`config.mk`:
```
export PLATFORM = sky130hd
export DESIGN_NAME = mem_port_arbiter_flat
export DESIGN_NICKNAME = d
export VERILOG_FILES = /design/src/rtl/mem_port_arbiter_pkg.sv /design/src/rtl/mem_port_arbiter_if.sv /design/src/rtl/mem_port_arbiter_grant.sv /design/src/rtl/mem_port_arbiter.sv /design/src/flat_wrapper.sv
export SDC_FILE = /design/constraint.sdc
export NUM_CORES = 1
export LEC_CHECK = 0
export ABC_AREA = 1
export BUFFER_PORTS_ARGS = -buffer_cell sky130_fd_sc_hd__buf_2
export CAP_MARGIN = 5
export CORE_MARGIN = 4
export CORE_UTILIZATION = 25
export CTS_CLUSTER_DIAMETER = 100
export DETAILED_ROUTE_END_ITERATION = 12
export SLEW_MARGIN = 20
export SYNTH_ARGS = -nofsm -noshare
export SYNTH_HDL_FRONTEND = slang
export SYNTH_SLANG_ARGS = --single-unit
```
`constraint.sdc`:
```
create_clock -name clk -period 1.7 [get_ports clk]
set_input_delay 0.17 -clock clk [delete_from_list [all_inputs] [get_ports clk]]
set_output_delay 0.17 -clock clk [all_outputs]
set_load 0.01 [all_outputs]
```
`src/rtl/mem_port_arbiter_pkg.sv`:
```
// mem_port_arbiter_pkg: shared state/owner encodings and defaults for the memory port arbiter
package mem_port_arbiter_pkg;
  localparam int DATA_W = 64;
  localparam int ARB_STARVE_MAX = 4;
  typedef enum logic [1:0] {ARB_IDLE, ARB_REQ, ARB_RESP, ARB_DONE} arb_state_t;
  typedef enum logic [1:0] {OWN_NONE, OWN_INST, OWN_DATA} owner_t;
endpackage

```
`src/rtl/mem_port_arbiter_if.sv`:
```
// mem_port_arbiter_if: IF/MEM requester handshakes and the single memory port
interface mem_port_arbiter_if #(parameter int ADDR_W = 64);
  import mem_port_arbiter_pkg::*;
  logic              inst_req;
  logic [ADDR_W-1:0] inst_addr;
  logic              inst_done;
  logic [31:0]       inst_rdata;
  logic              data_req;
  logic              data_we;
  logic [ADDR_W-1:0] data_addr;
  logic [DATA_W-1:0] data_wdata;
  logic [DATA_W-1:0] data_wmask;
  logic              data_done;
  logic [DATA_W-1:0] data_rdata;
  logic              mem_req_valid;
  logic              mem_req_ready;
  logic [ADDR_W-1:0] mem_addr;
  logic              mem_we;
  logic [DATA_W-1:0] mem_wdata;
  logic [DATA_W-1:0] mem_wmask;
  logic              mem_resp_valid;
  logic [DATA_W-1:0] mem_resp_rdata;
  modport slave (
    input  inst_req, inst_addr, data_req, data_we, data_addr, data_wdata, data_wmask,
           mem_req_ready, mem_resp_valid, mem_resp_rdata,
    output inst_done, inst_rdata, data_done, data_rdata,
           mem_req_valid, mem_addr, mem_we, mem_wdata, mem_wmask
  );
  modport master (
    output inst_req, inst_addr, data_req, data_we, data_addr, data_wdata, data_wmask,
           mem_req_ready, mem_resp_valid, mem_resp_rdata,
    input  inst_done, inst_rdata, data_done, data_rdata,
           mem_req_valid, mem_addr, mem_we, mem_wdata, mem_wmask
  );
endinterface

```
`src/rtl/mem_port_arbiter_grant.sv`:
```
// arb_grant: data-first priority with an instruction-fetch starvation guard
module arb_grant import mem_port_arbiter_pkg::*; #(
  parameter int STARVE_MAX = ARB_STARVE_MAX
) (
  input  logic   clk,
  input  logic   rst_n,
  input  logic   sample,
  input  logic   inst_req,
  input  logic   data_req,
  output owner_t grant
);
  localparam int CW = $clog2(STARVE_MAX + 1);
  logic [CW-1:0] starve_cnt;
  logic starved;
  always_comb begin
    starved = starve_cnt == CW'(STARVE_MAX);
    grant = !sample ? OWN_NONE :
            (inst_req && data_req) ? (starved ? OWN_INST : OWN_DATA) :
            inst_req ? OWN_INST :
            data_req ? OWN_DATA : OWN_NONE;
  end
  always_ff @(posedge clk or negedge rst_n)
    if (!rst_n) starve_cnt <= '0;
    else if (grant == OWN_INST) starve_cnt <= '0;
    else if (grant == OWN_DATA && inst_req && !starved) starve_cnt <= starve_cnt + 1'b1;
endmodule

```
`src/rtl/mem_port_arbiter.sv`:
```
// mem_port_arbiter: shares one handshaked 64-bit memory port between instruction fetch and data access
module mem_port_arbiter import mem_port_arbiter_pkg::*; #(
  parameter int ADDR_W     = 64,
  parameter int STARVE_MAX = ARB_STARVE_MAX
) (
  input logic clk,
  input logic rst_n,
  mem_port_arbiter_if.slave bus
);
  arb_state_t state;
  owner_t owner, grant;
  logic hi_sel, resp_now;
  logic [ADDR_W-1:0] sel_addr;
  arb_grant #(.STARVE_MAX(STARVE_MAX)) u_grant (
    .clk(clk), .rst_n(rst_n), .sample(state == ARB_IDLE),
    .inst_req(bus.inst_req), .data_req(bus.data_req), .grant(grant)
  );
  always_comb begin
    sel_addr = grant == OWN_DATA ? bus.data_addr : bus.inst_addr;
    resp_now = bus.mem_resp_valid &&
               (state == ARB_RESP || (state == ARB_REQ && bus.mem_req_ready));
  end
  always_ff @(posedge clk or negedge rst_n)
    if (!rst_n) begin
      state <= ARB_IDLE;
      owner <= OWN_NONE;
      hi_sel <= 1'b0;
      bus.inst_done <= 1'b0;
      bus.inst_rdata <= '0;
      bus.data_done <= 1'b0;
      bus.data_rdata <= '0;
      bus.mem_req_valid <= 1'b0;
      bus.mem_addr <= '0;
      bus.mem_we <= 1'b0;
      bus.mem_wdata <= '0;
      bus.mem_wmask <= '0;
    end else begin
      bus.inst_done <= resp_now && owner == OWN_INST;
      bus.data_done <= resp_now && owner == OWN_DATA;
      if (resp_now && owner == OWN_INST)
        bus.inst_rdata <= hi_sel ? bus.mem_resp_rdata[63:32] : bus.mem_resp_rdata[31:0];
      if (resp_now && owner == OWN_DATA) bus.data_rdata <= bus.mem_resp_rdata;
      case (state)
        ARB_IDLE: if (grant != OWN_NONE) begin
          owner <= grant;
          state <= ARB_REQ;
          hi_sel <= sel_addr[2];
          bus.mem_req_valid <= 1'b1;
          bus.mem_addr <= sel_addr & ~ADDR_W'(7);
          bus.mem_we <= grant == OWN_DATA && bus.data_we;
          bus.mem_wdata <= grant == OWN_DATA ? bus.data_wdata : '0;
          bus.mem_wmask <= grant == OWN_DATA ? bus.data_wmask : '0;
        end
        ARB_REQ: if (bus.mem_req_ready) begin
          bus.mem_req_valid <= 1'b0;
          state <= bus.mem_resp_valid ? ARB_DONE : ARB_RESP;
        end
        ARB_RESP: if (bus.mem_resp_valid) state <= ARB_DONE;
        default: begin
          state <= ARB_IDLE;
          owner <= OWN_NONE;
        end
      endcase
    end
endmodule
```
`src/flat_wrapper.sv`:
```
// flat-port wrapper written by rule: the top's interface ports become plain ports
module mem_port_arbiter_flat import mem_port_arbiter_pkg::*;
#(
  parameter int ADDR_W     = 64,
  parameter int STARVE_MAX = ARB_STARVE_MAX
)
  (clk, rst_n, bus_inst_req, bus_inst_addr, bus_data_req, bus_data_we, bus_data_addr, bus_data_wdata, bus_data_wmask, bus_mem_req_ready, bus_mem_resp_valid, bus_mem_resp_rdata, bus_inst_done, bus_inst_rdata, bus_data_done, bus_data_rdata, bus_mem_req_valid, bus_mem_addr, bus_mem_we, bus_mem_wdata, bus_mem_wmask);
  mem_port_arbiter_if #(.ADDR_W(ADDR_W)) bus_i ();
  input logic clk;
  input logic rst_n;
  input wire logic [$bits(bus_i.inst_req)-1:0] bus_inst_req;
  input wire logic [$bits(bus_i.inst_addr)-1:0] bus_inst_addr;
  input wire logic [$bits(bus_i.data_req)-1:0] bus_data_req;
  input wire logic [$bits(bus_i.data_we)-1:0] bus_data_we;
  input wire logic [$bits(bus_i.data_addr)-1:0] bus_data_addr;
  input wire logic [$bits(bus_i.data_wdata)-1:0] bus_data_wdata;
  input wire logic [$bits(bus_i.data_wmask)-1:0] bus_data_wmask;
  input wire logic [$bits(bus_i.mem_req_ready)-1:0] bus_mem_req_ready;
  input wire logic [$bits(bus_i.mem_resp_valid)-1:0] bus_mem_resp_valid;
  input wire logic [$bits(bus_i.mem_resp_rdata)-1:0] bus_mem_resp_rdata;
  output wire logic [$bits(bus_i.inst_done)-1:0] bus_inst_done;
  output wire logic [$bits(bus_i.inst_rdata)-1:0] bus_inst_rdata;
  output wire logic [$bits(bus_i.data_done)-1:0] bus_data_done;
  output wire logic [$bits(bus_i.data_rdata)-1:0] bus_data_rdata;
  output wire logic [$bits(bus_i.mem_req_valid)-1:0] bus_mem_req_valid;
  output wire logic [$bits(bus_i.mem_addr)-1:0] bus_mem_addr;
  output wire logic [$bits(bus_i.mem_we)-1:0] bus_mem_we;
  output wire logic [$bits(bus_i.mem_wdata)-1:0] bus_mem_wdata;
  output wire logic [$bits(bus_i.mem_wmask)-1:0] bus_mem_wmask;
  assign bus_i.inst_req = bus_inst_req;
  assign bus_i.inst_addr = bus_inst_addr;
  assign bus_i.data_req = bus_data_req;
  assign bus_i.data_we = bus_data_we;
  assign bus_i.data_addr = bus_data_addr;
  assign bus_i.data_wdata = bus_data_wdata;
  assign bus_i.data_wmask = bus_data_wmask;
  assign bus_i.mem_req_ready = bus_mem_req_ready;
  assign bus_i.mem_resp_valid = bus_mem_resp_valid;
  assign bus_i.mem_resp_rdata = bus_mem_resp_rdata;
  assign bus_inst_done = bus_i.inst_done;
  assign bus_inst_rdata = bus_i.inst_rdata;
  assign bus_data_done = bus_i.data_done;
  assign bus_data_rdata = bus_i.data_rdata;
  assign bus_mem_req_valid = bus_i.mem_req_valid;
  assign bus_mem_addr = bus_i.mem_addr;
  assign bus_mem_we = bus_i.mem_we;
  assign bus_mem_wdata = bus_i.mem_wdata;
  assign bus_mem_wmask = bus_i.mem_wmask;
  mem_port_arbiter #(.ADDR_W(ADDR_W), .STARVE_MAX(STARVE_MAX)) u_core (.clk(clk), .rst_n(rst_n), .bus(bus_i));
endmodule
```
== Word level (Yosys, flattened, before mapping) ==
Index checks and enable logic that the tools add are counted.

* Output and inout port bits: 292
* Input port bits: 327
* Flip-flop bits (word level): 297

* Multiplexer cells: 21
* $add $sub $neg: 1
* Reductions and logical operators: 19
* Bitwise logic cells: 1
* Equal/unequal tests: 10

{| class="wikitable"
|+ Operators with widths
! kind !! count
|-
| $mux 64 || 3
|-
| $mux 32 || 1
|-
| $mux 2 || 9
|-
| $logic_and 1x1->1 || 8
|-
| $eq 2x1->1 const B || 3
|-
| $eq 2x2->1 const B || 3
|-
| $mux 3 || 2
|-
| $pmux 2 s3 || 1
|-
| $reduce_and 3->1 || 2
|-
| $reduce_bool 2->1 || 3
|-
| $ne 2x2->1 const B || 2
|-
| $pmux 2 s2 || 1
|-
| $reduce_and 2->1 || 2
|-
| $add 3x1->3 const B || 1
|-
| $eq 3x3->1 const B || 1
|-
| $mux 1 || 3
|-
| $logic_not 2->1 || 1
|-
| $ne 2x1->1 const B || 1
|-
| $pmux 1 s2 || 1
|-
| $reduce_or 2->1 || 1
|-
| $logic_not 1->1 || 1
|-
| $logic_or 1x1->1 || 1
|-
| $not 1->1 || 1
|}

== Logic depth before layout (Yosys ltp) ==
* Word-level depth: 9
* Mapped depth: 10

== Modules after synthesis ==
A second synthesis with hierarchy kept.

* Cell total of the unflattened synthesis: 1636
* Area, all modules: 13291.5 µm²

{| class="wikitable"
|+ By module, submodules not included
! module !! seq. area each (µm²) !! cells each !! area an instance (µm²) !! instances
|-
| mem_port_arbiter || 7357.1 || 1609 || 13092.6 || 1
|-
| arb_grant || 75.1 || 27 || 198.9 || 1
|}

== Worst setup path before layout ==
No wires, ideal clock.

* Path type: register to register
* Start point: register u_core.state[0]
* End point: register u_core.bus.mem_wdata[36] (netlist bit)
* Path buffers: 2
* Library setup time: 0.115 ns
* Stages on the path, launching flop included: 11
* Data arrival time: 1.457 ns
* Setup slack: 0.129 ns
* Data required time: 1.585 ns
* Path through: dfrtp_1 inv_1 ha_1 nand2_2 clkinv_4 nand2_8 inv_6 buf_12 buf_12 nand2_4 nand2_2

* Longest elaborated chain between the ends: 4
* Elaborated cells between the ends (all ways): 6
* Those cells by class: 1 x eq/ne; 2 x mux; 3 x reduce/logical

{| class="wikitable"
|+ Ends and longest elaborated chain
! element !! line !! source
|-
| start: declaration || mem_port_arbiter.sv:10 || <nowiki>arb_state_t state;</nowiki>
|-
| start signal: assignment || mem_port_arbiter.sv:56 || <nowiki>state <= bus.mem_resp_valid ? ARB_DONE : ARB_RESP;</nowiki>
|-
| $logic_not 2->1 * || mem_port_arbiter.sv:15, mem_port_arbiter.sv:43 ||
|-
| $mux 2 || mem_port_arbiter_grant.sv:17 || <nowiki>grant = !sample ? OWN_NONE :</nowiki>
|-
| $eq 2x2->1 or $reduce_bool 2->1 (tied branches) || mem_port_arbiter.sv:51, mem_port_arbiter.sv:44 ||
|-
| $mux 64 or $reduce_and 2->1 (tied branches) || - ||
|-
| end signal: assignment || mem_port_arbiter.sv:51 || <nowiki>bus.mem_wdata <= grant == OWN_DATA ? bus.data_wdata : '0;</nowiki>
|-
| end: declaration || mem_port_arbiter_if.sv:27 || <nowiki>mem_req_valid, mem_addr, mem_we, mem_wdata, mem_wmask</nowiki>
|}

Mark *: on every way between the ends. The rest lies on a longest branch, timed or not.
A chain may end at the register's enable or synchronous reset.

== Worst setup path in the final report ==
* Start point: register u_core.state[1]
* End point: register u_core.bus.mem_addr[25] (netlist bit)

* Longest elaborated chain between the ends: 4
* Elaborated cells between the ends (all ways): 6
* Those cells by class: 1 x eq/ne; 2 x mux; 3 x reduce/logical

{| class="wikitable"
|+ Ends and longest elaborated chain
! element !! line !! source
|-
| $logic_not 2->1 * || mem_port_arbiter.sv:15, mem_port_arbiter.sv:43 ||
|-
| $mux 2 || mem_port_arbiter_grant.sv:17 ||
|-
| $eq 2x2->1 or $reduce_bool 2->1 (tied branches) || mem_port_arbiter.sv:19, mem_port_arbiter.sv:44 ||
|-
| $mux 64 or $reduce_and 2->1 (tied branches) || - ||
|-
| end signal: assignment || mem_port_arbiter.sv:49 || <nowiki>bus.mem_addr <= sel_addr & ~ADDR_W'(7);</nowiki>
|-
| end: declaration || mem_port_arbiter_if.sv:27 ||
|}

Marks and branches as above.

==> metrics.txt <==
outcome=finished, final reports clean; Fmax=599 MHz; Post-synth EDFFs=0; total core area=52,700 um^2; detailed-route via count=13,900; DR WL/cell=between 15 and 20 um; Worst IR Drop VDD=~0.0008 V; share of cells above drive strength 1=0.394; global route overflow=0; Iter 0 DRT Violations=679; Yosys warnings=0; IO Count=619; GRT Total Usage=0.175; Worst-Skew Late Latency=around 520 ps; cell family with most CP delay=buffers and inverters; Setup CP Type=reg -> reg; clock slew at reported path FFs=60 ps; leak pwr=12.3 nW; r2r setup slk=30 ps; initial antenna violation count=2; max cap viols=0; crit-path cells=inv_2 -> ha_2 -> nand2_2 -> buf_4 -> nand2_8 -> inv_12 -> buf_4 -> nand2_1 -> nand3_1; crit start category=flop; Final Cycle Share=0.982; Crit path required time=~2100 ps; RSZ-0062 raised after global routing=true; GP Congestion=0.839; Area after DPL=~18,000 um^2; first-pass GRT wire length=80,000 um; CTS root buf=clkbuf_16; final hold slack=74.9 ps; DRC=0; Final ANT Viol Nets=0; CTS tree=yes; # rows=84; Power Dens Cells=around 1600 nW/um^2; Finished Core Util=0.424; DR pass1 iterations=5; number of different library cells in the post-synthesis netlist=25; final instance area=between 20,000 and 25,000 um^2; final net count=approximately 2,700; Synth top area share=0.559; Die X-Extent=239 um; Setup Viol. Count Final=0; most used cell, CP=buf_4; Post-Syn Instances=1,421; total negative slack=0 ps; Slew Limit Fails=0; post-synthesis sequential area ratio=0.559; Die H=239 um; maximum clock path buffer count=3; Syn Area/Cell=slightly above 9 um^2; CTS buffer count=35; Worst Hold Endpoint=u_core.state[0]$_DFFE_PN0P_; Starting Density=0.253; most common cell in the netlist=nand2_1; vias in the first global route=around 14,000; top cells by area, synth=dfrtp_1 56%, nand2_1 12%, nand2_4 7.7%; Max H-tree Level=2; largest net degree at the start of global routing=63; crit path DAT=2070 ps; final WL=54,200 um; clk_skew=16.2 ps; placed wire-length estimate=36,500 um; clk sinks=297; WP buf/inv=4; start point of the worst min-delay path=bus_mem_resp_valid; hold path depth=5; ys async rst share=1.00; worst reg2reg path depth=9; Primary FF master, synth=dfrtp_1; Critical Path Max Stage Delay=around 400 ps; Mapped Area=13,300 um^2; flops & latches, synth=297; CP Max Fanout=16; RR Startpoint=u_core.state[1]$_DFFE_PN0P_; Crit-path slowest cell=dfrtp_1; vias per cell=4.49; Post-synth top cells=423 x nand2_1, 297 x dfrtp_1, 195 x nand3_1, 97 x o21ai_1, 92 x nand2_2; FF-to-FF End=u_core.bus.mem_addr[25]$_DFFE_PN0P_; Crit. End Element=flop; die area=about 57,000 um^2; Synth area leader=dfrtp_1; # port buffers=just over 600; Final min period=1670 ps; Hold Vio Cnt, Final=0; area growth from synthesis to layout=67.7%; Min-Delay Path Class=in -> reg
## area by class of cell
type	count	area (um^2)
Inverter	85	363
Tap cell	688	861
Multi-Input combinational cell	951	5030
Clock buffer	50	1020
Clock inverter	11	114
Timing Repair Buffer	1015	7470
Fill cell	4911	30300
Sequential cell	297	7430
Timing Repair inverter	1	11.3
Antenna cell	1	2.50
## where the power goes
part,switching (W),total (W),internal [W]
sequential,0.00176,0.0119,0.0101
clock,0.00301,0.00752,0.00450
combinational,0.00943,0.0161,0.00666
total,0.0142,0.0355,0.0213
## worst max path at each step
stage | startpoint | endpoint | slack [ps] | depth (start not counted)
6_report | u_core.state[1]$_DFFE_PN0P_ | u_core.bus.mem_addr[25]$_DFFE_PN0P_ | 30 | 9
4_1_cts | u_core.state[0]$_DFFE_PN0P_ | u_core.bus.mem_addr[24]$_DFFE_PN0P_ | 8 | 9
3_3_place_gp | u_core.state[0]$_DFFE_PN0P_ | u_core.bus.mem_wmask[23]$_DFFE_PN0P_ | 30 | 9
5_1_grt | u_core.state[0]$_DFFE_PN0P_ | u_core.bus.mem_addr[20]$_DFFE_PN0P_ | -70 | 9
2_1_floorplan | u_core.state[0]$_DFFE_PN0P_ | u_core.bus.mem_wdata[36]$_DFFE_PN0P_ | 130 | 10
3_5_place_dp | u_core.state[0]$_DFFE_PN0P_ | u_core.bus.mem_wmask[29]$_DFFE_PN0P_ | -20 | 9
## cells by family after synthesis
group           share of synthesized area
buf+inv                            0.0674
simple gates                        0.319
other cells                      0.000282
flops                               0.559
compound gates                     0.0493
fa+ha+maj                         0.00564
## stage by stage
| stage | total power, W | cells | setup WS [ps] |
|---|---|---|---|
| floorplan | 0.0199 | 1423 | 129 |
| global placement | 0.0263 | 2702 | 27.4 |
| detailed placement | 0.0267 | 2702 | -16.8 |
| CTS | 0.0352 | 3084 | 8.27 |
| global route | 0.0377 | 3098 | -67.8 |
| finish | 0.0355 | 3099 | 30.0 |
## tightest hold or removal path, delay by kind of cell
family | cells | cell delay, ps
AO/OA/AOI/OAI | 1 | 60
buffers and inverters | 1 | 140
AND/OR/NAND/NOR | 3 | 180
## routing by layer
metal  global-route usage  wire (um)  vias to the layer above
li1                     -          -                     6429
met1                0.206      20600                     6638
met2                0.298      26900                      711
met3               0.0392       3980                      151
met4               0.0885       2690                        0
met5                    0          0                        -
## state kept, by name, indices dropped and copies added (netlist names)
signal / count
u_core.owner: 2
u_core.state: 2
u_core.bus.inst_done: 1
u_core.bus.data_rdata: 64
u_core.hi_sel: 1
u_core.bus.inst_rdata: 32
u_core.bus.data_done: 1
u_core.bus.mem_wdata: 64
u_core.bus.mem_addr: 61
u_core.u_grant.starve_cnt: 3
u_core.bus.mem_wmask: 64
u_core.bus.mem_req_valid: 1
u_core.bus.mem_we: 1
## what timing repair did
action                                  4_1_cts  5_1_grt
resized for setup                             3       21
pin swaps                                     0        1
hold endpoints to repair                    541        0
endpoints found under the setup margin       48      203
setup buffers                                 0        2
cloned                                        1       12
hold buffers                                320        0
## cells in the final DEF (no fill, tap or decap), drive strengths merged
| master | synthesis | routed |
|---|---|---|
| buf | 59 | 686 |
| nand2 | 607 | 607 |
| dlygate4sd3 | 0 | 320 |
| dfrtp | 297 | 297 |
| nand3 | 196 | 196 |
| o21ai | 129 | 129 |
| inv | 84 | 85 |
| clkbuf | 31 | 58 |
| clkinv | 1 | 8 |
| ha | 6 | 6 |
| nor2 | 5 | 5 |
| conb | 1 | 3 |
| a21oi | 2 | 2 |
| nand4 | 2 | 2 |
| clkinvlp | 0 | 2 |
| bufinv | 0 | 2 |
| diode | 0 | 1 |
| nor3 | 1 | 1 |
| bufbuf | 0 | 1 |
No activity file was read; power rests on OpenSTA's default activity.
